===== config.mk =====
export PLATFORM = sky130hd
export DESIGN_NAME = sevenseg_mux_driver_flat
export DESIGN_NICKNAME = d
export VERILOG_FILES = /design/src/rtl/sevenseg_mux_driver_if.sv /design/src/rtl/sevenseg_mux_driver.sv /design/src/flat_wrapper.sv
export SDC_FILE = /design/constraint.sdc
export NUM_CORES = 1
export LEC_CHECK = 0
export ABC_AREA = 1
export BUFFER_PORTS_ARGS = -buffer_cell sky130_fd_sc_hd__buf_4
export CORE_UTILIZATION = 44
export DETAILED_ROUTE_END_ITERATION = 10
export GPL_TIMING_DRIVEN = 0
export SYNTH_ARGS = -nofsm -noshare
export SYNTH_HDL_FRONTEND = slang
export SYNTH_SLANG_ARGS = --single-unit

===== constraint.sdc =====
create_clock -name clk -period 2.85 [get_ports clk]
set_clock_uncertainty 0.1 [all_clocks]
set_input_delay 0.4275 -clock clk [delete_from_list [all_inputs] [get_ports clk]]
set_output_delay 0.4275 -clock clk [all_outputs]
set_load 0.05 [all_outputs]

===== src/rtl/sevenseg_mux_driver_if.sv =====
// ----------------------------------------------------------------------------
// sevenseg_mux_driver_if : digit data / display bus for the seven-seg scanner
// Revision: 1.0
// ----------------------------------------------------------------------------
`default_nettype none

interface sevenseg_mux_driver_if #(
  parameter int NUM_DIGITS = 4
);
  logic [4*NUM_DIGITS-1:0] digits_in;
  logic                    load;
  logic [NUM_DIGITS-1:0]   dp_in;
  logic [NUM_DIGITS-1:0]   blank_in;
  logic [6:0]              seg;
  logic                    dp;
  logic [NUM_DIGITS-1:0]   anode;
  logic                    frame_done;

  modport master (
    output digits_in, load, dp_in, blank_in,
    input  seg, dp, anode, frame_done
  );

  modport slave (
    input  digits_in, load, dp_in, blank_in,
    output seg, dp, anode, frame_done
  );
endinterface

`default_nettype wire


===== src/rtl/sevenseg_mux_driver.sv =====
// ----------------------------------------------------------------------------
// sevenseg_mux_driver : time-multiplexed hex seven-segment driver with dead time
// Optional leading-zero blanking: define SEVENSEG_LZ_BLANK_EN.
// Revision: 1.0
// ----------------------------------------------------------------------------
`default_nettype none

module sevenseg_mux_driver #(
  parameter int NUM_DIGITS     = 4,
  parameter int PRESCALE       = 1000,
  parameter int SEG_ACTIVE_LOW = 1,
  parameter int AN_ACTIVE_LOW  = 1
) (
  input  wire logic              clk,
  input  wire logic              reset,
  sevenseg_mux_driver_if.slave   bus
);

  localparam int CNT_W = 16;
  localparam int IDX_W = 3;
  localparam logic [CNT_W-1:0]      CNT_LAST = CNT_W'(PRESCALE - 1);
  localparam logic [IDX_W-1:0]      IDX_LAST = IDX_W'(NUM_DIGITS - 1);
  localparam logic [6:0]            SEG_OFF  = {7{1'(SEG_ACTIVE_LOW != 0)}};
  localparam logic                  DP_OFF   = 1'(SEG_ACTIVE_LOW != 0);
  localparam logic [NUM_DIGITS-1:0] AN_OFF   = {NUM_DIGITS{1'(AN_ACTIVE_LOW != 0)}};

  function automatic logic [6:0] glyph(input logic [3:0] n);
    case (n)
      4'h0: glyph = 7'b1111110;
      4'h1: glyph = 7'b0110000;
      4'h2: glyph = 7'b1101101;
      4'h3: glyph = 7'b1111001;
      4'h4: glyph = 7'b0110011;
      4'h5: glyph = 7'b1011011;
      4'h6: glyph = 7'b1011111;
      4'h7: glyph = 7'b1110000;
      4'h8: glyph = 7'b1111111;
      4'h9: glyph = 7'b1111011;
      4'hA: glyph = 7'b1110111;
      4'hB: glyph = 7'b0011111;
      4'hC: glyph = 7'b1001110;
      4'hD: glyph = 7'b0111101;
      4'hE: glyph = 7'b1001111;
      default: glyph = 7'b1000111;
    endcase
  endfunction

  logic [CNT_W-1:0]        cnt_q, cnt_d;
  logic [IDX_W-1:0]        idx_q, idx_d;
  logic [4*NUM_DIGITS-1:0] digits_q, digits_d;
  logic [NUM_DIGITS-1:0]   dp_q, dp_d;
  logic [NUM_DIGITS-1:0]   blank_q, blank_d;
  logic                    wrap_q, wrap_d;
  logic [6:0]              seg_q, seg_d;
  logic                    dpo_q, dpo_d;
  logic [NUM_DIGITS-1:0]   anode_q, anode_d;
  logic                    frame_q, frame_d;

  logic [3:0]              nib;
  logic                    dp_sel;
  logic                    blank_sel;
  logic [NUM_DIGITS-1:0]   hot;
  logic                    lz;
  logic [6:0]              seg_lit;
  logic                    dp_lit;
`ifdef SEVENSEG_LZ_BLANK_EN
  logic [IDX_W-1:0]        msd;
`endif

  always_comb begin
    cnt_d  = cnt_q + CNT_W'(1);
    idx_d  = idx_q;
    wrap_d = 1'b0;
    if (cnt_q == CNT_LAST) begin
      cnt_d = '0;
      if (idx_q == IDX_LAST) begin
        idx_d  = '0;
        wrap_d = 1'b1;
      end else begin
        idx_d = idx_q + IDX_W'(1);
      end
    end

    nib       = 4'h0;
    dp_sel    = 1'b0;
    blank_sel = 1'b0;
    hot       = '0;
    for (int k = 0; k < NUM_DIGITS; k++) begin
      if (idx_q == IDX_W'(k)) begin
        nib       = digits_q[4*k +: 4];
        dp_sel    = dp_q[k];
        blank_sel = blank_q[k];
        hot[k]    = 1'b1;
      end
    end

    lz = 1'b0;
`ifdef SEVENSEG_LZ_BLANK_EN
    // Digit 0 is never suppressed, so the search starts at digit 1.
    msd = '0;
    for (int k = 1; k < NUM_DIGITS; k++) begin
      if (digits_q[4*k +: 4] != 4'h0) begin
        msd = IDX_W'(k);
      end
    end
    lz = (idx_q > msd);
`endif

    seg_lit = (blank_sel || lz) ? 7'h00 : glyph(nib);
    dp_lit  = dp_sel && !blank_sel;

    // The first cycle of every slot is dead time to avoid ghosting.
    if (cnt_q == '0) begin
      seg_d   = SEG_OFF;
      dpo_d   = DP_OFF;
      anode_d = AN_OFF;
    end else begin
      seg_d   = seg_lit ^ SEG_OFF;
      dpo_d   = dp_lit ^ DP_OFF;
      anode_d = hot ^ AN_OFF;
    end
    frame_d = wrap_q;

    digits_d = bus.load ? bus.digits_in : digits_q;
    dp_d     = bus.load ? bus.dp_in     : dp_q;
    blank_d  = bus.load ? bus.blank_in  : blank_q;
  end

  always_ff @(posedge clk) begin
    if (reset) begin
      cnt_q    <= '0;
      idx_q    <= '0;
      digits_q <= '0;
      dp_q     <= '0;
      blank_q  <= '0;
      wrap_q   <= 1'b0;
      seg_q    <= SEG_OFF;
      dpo_q    <= DP_OFF;
      anode_q  <= AN_OFF;
      frame_q  <= 1'b0;
    end else begin
      cnt_q    <= cnt_d;
      idx_q    <= idx_d;
      digits_q <= digits_d;
      dp_q     <= dp_d;
      blank_q  <= blank_d;
      wrap_q   <= wrap_d;
      seg_q    <= seg_d;
      dpo_q    <= dpo_d;
      anode_q  <= anode_d;
      frame_q  <= frame_d;
    end
  end

  assign bus.seg        = seg_q;
  assign bus.dp         = dpo_q;
  assign bus.anode      = anode_q;
  assign bus.frame_done = frame_q;

endmodule

`default_nettype wire

===== src/flat_wrapper.sv =====
// flat-port wrapper written by rule: the top's interface ports become plain ports
module sevenseg_mux_driver_flat 
#(
  parameter int NUM_DIGITS     = 4,
  parameter int PRESCALE       = 1000,
  parameter int SEG_ACTIVE_LOW = 1,
  parameter int AN_ACTIVE_LOW  = 1
)
  (clk, reset, bus_digits_in, bus_load, bus_dp_in, bus_blank_in, bus_seg, bus_dp, bus_anode, bus_frame_done);
  sevenseg_mux_driver_if #(.NUM_DIGITS(NUM_DIGITS)) bus_i ();
  input  wire logic clk;
  input  wire logic reset;
  input wire logic [$bits(bus_i.digits_in)-1:0] bus_digits_in;
  input wire logic [$bits(bus_i.load)-1:0] bus_load;
  input wire logic [$bits(bus_i.dp_in)-1:0] bus_dp_in;
  input wire logic [$bits(bus_i.blank_in)-1:0] bus_blank_in;
  output wire logic [$bits(bus_i.seg)-1:0] bus_seg;
  output wire logic [$bits(bus_i.dp)-1:0] bus_dp;
  output wire logic [$bits(bus_i.anode)-1:0] bus_anode;
  output wire logic [$bits(bus_i.frame_done)-1:0] bus_frame_done;
  assign bus_i.digits_in = bus_digits_in;
  assign bus_i.load = bus_load;
  assign bus_i.dp_in = bus_dp_in;
  assign bus_i.blank_in = bus_blank_in;
  assign bus_seg = bus_i.seg;
  assign bus_dp = bus_i.dp;
  assign bus_anode = bus_i.anode;
  assign bus_frame_done = bus_i.frame_done;
  sevenseg_mux_driver #(.NUM_DIGITS(NUM_DIGITS), .PRESCALE(PRESCALE), .SEG_ACTIVE_LOW(SEG_ACTIVE_LOW), .AN_ACTIVE_LOW(AN_ACTIVE_LOW)) u_core (.clk(clk), .reset(reset), .bus(bus_i));
endmodule

* Word level (Yosys, flattened, before mapping) *
Memory sizes are Yosys's and may differ from the RTL's.
Index checks and enable logic that the tools add are counted.

word-level totals
  register bits = 57
  bits in latches = 0
  RAM bits = 0
  memory bits (read-only) = 112
  input port bits = 27
  output and inout port bits = 13
  word-level logic and storage cells = 46
  memories = 1

cells by class
  add/sub/neg operators = 2
  multipliers = 0
  div/mod/pow operators = 0
  magnitude comparators = 0
  equality and inequality tests = 4
  shift operators = 0
  muxes and demuxes = 18
  bitwise logic cells = 4
  reductions and logical operators = 7

memories
  name              depth  bits a word  rd ports  clocked after Yosys merged registers in  write ports  line                       source
  (name not given)  16     7            1         0                                        0            sevenseg_mux_driver.sv:28  case (n)

operators by type and width
  cell                                                   count
  adder 16 x 1 -> 16 bit, second input constant          1
  equality test 16 x 10 -> 1 bit, second input constant  1
  zero test 16 bit                                       1
  2-to-1 mux 4 bit                                       4
  2-to-1 mux 1 bit                                       12
  2-to-1 mux 7 bit                                       1
  NOT 7 bit                                              1
  equality test 3 x 2 -> 1 bit, second input constant    2
  OR reduction 2 bit                                     3
  NOT 4 bit                                              1
  adder 3 x 1 -> 3 bit, second input constant            1
  equality test 3 x 1 -> 1 bit, second input constant    1
  zero test 3 bit                                        1
  2-to-1 mux 3 bit                                       1
  NOT 1 bit                                              2
  logical AND 1 bit                                      1
  zero test 1 bit                                        1

* Logic depth before layout (Yosys ltp) *
  depth in word-level cells = 8
  depth in mapped cells = 16
  gate-level depth less buffers = 16

* Worst setup path before layout *
Ideal clock, no wire load.

  path type = register to register
  start point = register u_core.idx_q[1]
  end point = register u_core.seg_q[3] (netlist: u_core.bus.seg[3])
  library setup time = 0.125 ns
  data arrival time = 1.753 ns
  required time = 2.625 ns
  setup slack = 0.872 ns
  cell stages (with the launch flop) = 15
  buffers on the path = 0
  clock period less this slack = 1.978 ns
  path through = dfxtp_1 -> inv_1 -> ha_1 -> inv_1 -> nor2_2 -> nand2_1 -> nand3_1 -> nand2_1 -> nand2_1 -> inv_1 -> ha_1 -> inv_1 -> nand2_1 -> nand3_1 -> nand3_1

between the ends
  cells in the longest elaborated chain, start to end = 8
  elaborated cells on any way between the ends = 15
  classes of those cells = eq/ne (3); mux (9); bitwise (1); reduce/logical (1); memory (1)

ends and longest elaborated chain
  element                        line                        source
  from (decl)                    sevenseg_mux_driver.sv:49   logic [IDX_W-1:0] idx_q, idx_d;
  from (signal assigned)         sevenseg_mux_driver.sv:143  idx_q <= idx_d;
  zero test 3 bit                sevenseg_mux_driver.sv:89   if (idx_q == IDX_W'(k)) begin
  2-to-1 mux 4 bit (4 in a row)  sevenseg_mux_driver.sv:89
  memory (16 x 7 bit)            --
  2-to-1 mux 7 bit *             sevenseg_mux_driver.sv:109  seg_lit = (blank_sel || lz) ? 7'h00 : glyph(nib);
  NOT 7 bit (no source line) *   --
  to (signal assigned)           sevenseg_mux_driver.sv:148  seg_q <= seg_d;
  to (decl)                      sevenseg_mux_driver.sv:54   logic [6:0] seg_q, seg_d;

Mark *: on every way between the ends. The rest lies on a longest branch, timed or not.
A chain may end at the register's enable or synchronous reset.

* Final worst setup path *
  start point = register u_core.idx_q[1]
  end point = register u_core.seg_q[5] (netlist: u_core.bus.seg[5])

Same word-level chain as after synthesis.

==> summary.txt <==
Status = finished clean
WHS Endpoint = u_core.bus.frame_done$_SDFF_PP0_
Cells on worst reg2reg path = 15
WP buf/inv = 4
Yosys top cell area share = 42.9%
Hpwl dp = 4.35 mm
Crit path top cell by count = nand2_1
Max stage delay on crit path = 0.33 ns
Vias = 2434
Netlist cell types = 32
Minimum clock period after layout = 2.32 ns
Finished Cell Area = 3270 um^2
Crit path DAT = 2.45 ns
Core Rows = 27
Synth Instances = 370
Crit start category = flip-flop
Clk_lat worst skew = 0.34 ns
Util after Layout = 57.6%
Most frequent cells in the layout = 72 x nand2_1, 57 x dfxtp_1, 53 x nor2_1
DRC viols = 0
WP data required = 2.98 ns
CTS Sinks = 57
Port bufs = 39
Dpl ws = 0.510 ns
Slowest-stage cell, CP = dfxtp_1
Placeable Area = 5680 um^2
Setup TNS = 0 ns
Total Power = 1.92 mW
Htree depth = 3
Vias in the first global route = 2166
Top delay family on crit path = simple AND/OR/NAND/NOR gates
Flops & latches, synth = 57
P_leak = 1.46 nW
R2r endpoint = u_core.bus.seg[5]$_SDFF_PP1_
Maximum fanout along the worst path = 6
Minimum hold slack = 0.174 ns
CP cell instances = inv_1 > ha_1 > inv_1 > nor2_2 > nand2_1 > nand3_1 > nand2_1 > nand2_1 > inv_1 > ha_1 > inv_1 > nand2_1 > nand2_1 > nand2_1 > nand2_1
Setup ws final = 0.530 ns
Syn Std Cell Area = 2660 um^2
Max Clock Freq = 431 MHz
Root Driver = clkbuf_8
Final slew viol count = 0
Setup crit end kind = flip-flop
Final Hold Vio Count = 0
CTS tree = yes
Flop-to-flop setup slack = 0.53 ns
Sequential fraction of the synthesis area = 42.9%
FF/Latch Area = 1140 um^2
WS Path Type = reg -> reg
Share of layout cells above drive strength 1 = 17.2%
Postcts setup bufs = 0
Placed Instance Area = 3050 um^2
Period Utilization, post-route = 81.4%
1st-iter DRT viols = 108
Number of diodes = 0
Pwr dens = 589 nW/um^2
Syn nets = 409
Synth Warn # = 0
Max-cap violation count = 0
Largest area contributor in the netlist = dfxtp_1
Reg2reg start = u_core.idx_q[1]$_SDFFE_PP0N_
Remaining Overflow, GRT = 0
Multi-input gate area = 1310 um^2
Die X = 79.8 um
Post-CTS resize count = 0
Syn_area_per_cell = 7.20 um^2
# placed instances = 481
Area Growth Syn to Fin = 22.7%
VDD IR max = 0.000338 V
Final cell count without fillers = 497
DIE HEIGHT = 79.8 um
Hold Crit Start = reset
Worst-path clk slew = 0.06 ns
Routed len/inst = 12.0 um
Largest net degree at the start of global routing = 11
Cts hold-fix bufs = 0
Initial antenna violation count = 0
Final wirelength = 5.98 mm
Finish-stage setup viols = 0
Filler Cells Inserted = 564
Slew margin rel. = 63.1%
Gr usage total = 20.2%
Via density = 4.90
Worst Max-Slew Pin Slew = 0.549 ns
Num CTS Buffers = 9
Initial Util = 46.9%
Nets@finish = 459
CTS Buffer Depth = 2
Routability cong. = 0.784
Remaining antenna violation count = 0
DR pass1 iterations = 4
I/O pin cnt = 40
RSZ-0062 raised after global routing = no
First-pass GRT wire length = 9.78 mm
Commonest non-fill, non-tap cell in the layout = nand2_1
Top post-synthesis cells by area = dfxtp_1 43%, nand2_1 10%, nor2_1 7.5%
Tightest Hold Check Type = in -> reg
Worst hold path stage count = 2
Die Area = 6370 um^2
==> registers in the layout, summed over array words and instances (netlist names) <==
register,count
u_core.bus.frame_done,1
u_core.digits_q,16
u_core.cnt_q,16
u_core.idx_q,3
u_core.blank_q,4
u_core.frame_d,1
u_core.bus.dp,1
u_core.bus.seg,7
u_core.dp_q,4
u_core.bus.anode,4
==> cell families (layout without fill, tap and decap cells) <==
family	after synthesis	after routing	share of synthesized area [%]
compound gates	57	57	11.8
xor+xnor	2	2	0.658
fa+ha+maj	12	12	5.64
buf+inv	53	108	7.89
flops	57	57	42.9
simple gates	189	189	31.1
==> worst max-delay path by stage <==
stage                                       startpoint                           end  depth (start not counted)
after floorplan           u_core.idx_q[1]$_SDFFE_PP0N_  u_core.bus.seg[3]$_SDFF_PP1_                         14
after global placement    u_core.idx_q[1]$_SDFFE_PP0N_  u_core.bus.seg[5]$_SDFF_PP1_                         15
after detailed placement  u_core.idx_q[1]$_SDFFE_PP0N_  u_core.bus.seg[5]$_SDFF_PP1_                         15
after CTS                 u_core.idx_q[1]$_SDFFE_PP0N_  u_core.bus.seg[5]$_SDFF_PP1_                         15
after global routing      u_core.idx_q[1]$_SDFFE_PP0N_  u_core.bus.seg[5]$_SDFF_PP1_                         15
final                     u_core.idx_q[1]$_SDFFE_PP0N_  u_core.bus.seg[5]$_SDFF_PP1_                         15
==> cell type report <==
cell class	count	share of cell area, %
timing repair buffer	39	8.96
buffer	8	1.26
multi-input combinational	260	40.1
clock inverter	2	1.84
inverter	45	5.17
tap	72	2.76
clock buffer	14	4.98
sequential	57	34.9
==> cells in the mapped netlist <==
master,instances
clkinv_1,1
nor2_4,1
buf_6,1
o21ai_0,31
o21ai_1,1
nand4_1,3
dfxtp_1,57
or2_2,2
a21boi_2,1
nor4_1,1
a21oi_2,1
nand2_4,1
o211ai_1,2
a21oi_4,1
a211oi_1,1
clkbuf_1,6
nor2_2,5
nor3_1,9
ha_1,12
nand3_1,36
inv_1,41
nand2_1,72
a21oi_1,18
a31oi_1,1
or2_1,1
nand2_2,3
inv_2,3
nand3_2,1
buf_4,1
nand3b_1,1
nor2_1,53
xor2_1,2
==> metal layers <==
metal  global-route usage [%]  vias up  routed length (um)
li1                         -     1289                   -
met1                     27.1     1088                3060
met2                     30.5       49                2620
met3                     6.63        8                 215
met4                     6.79        0                  79
met5                        0        -                   0
==> report_power, final <==
part	total, mW	internal (mW)	switching, mW
combinational	0.214	0.0809	0.134
clock	0.857	0.542	0.316
sequential	0.853	0.835	0.0182
total	1.92	1.46	0.467
Power figures use the tool's default switching activity.
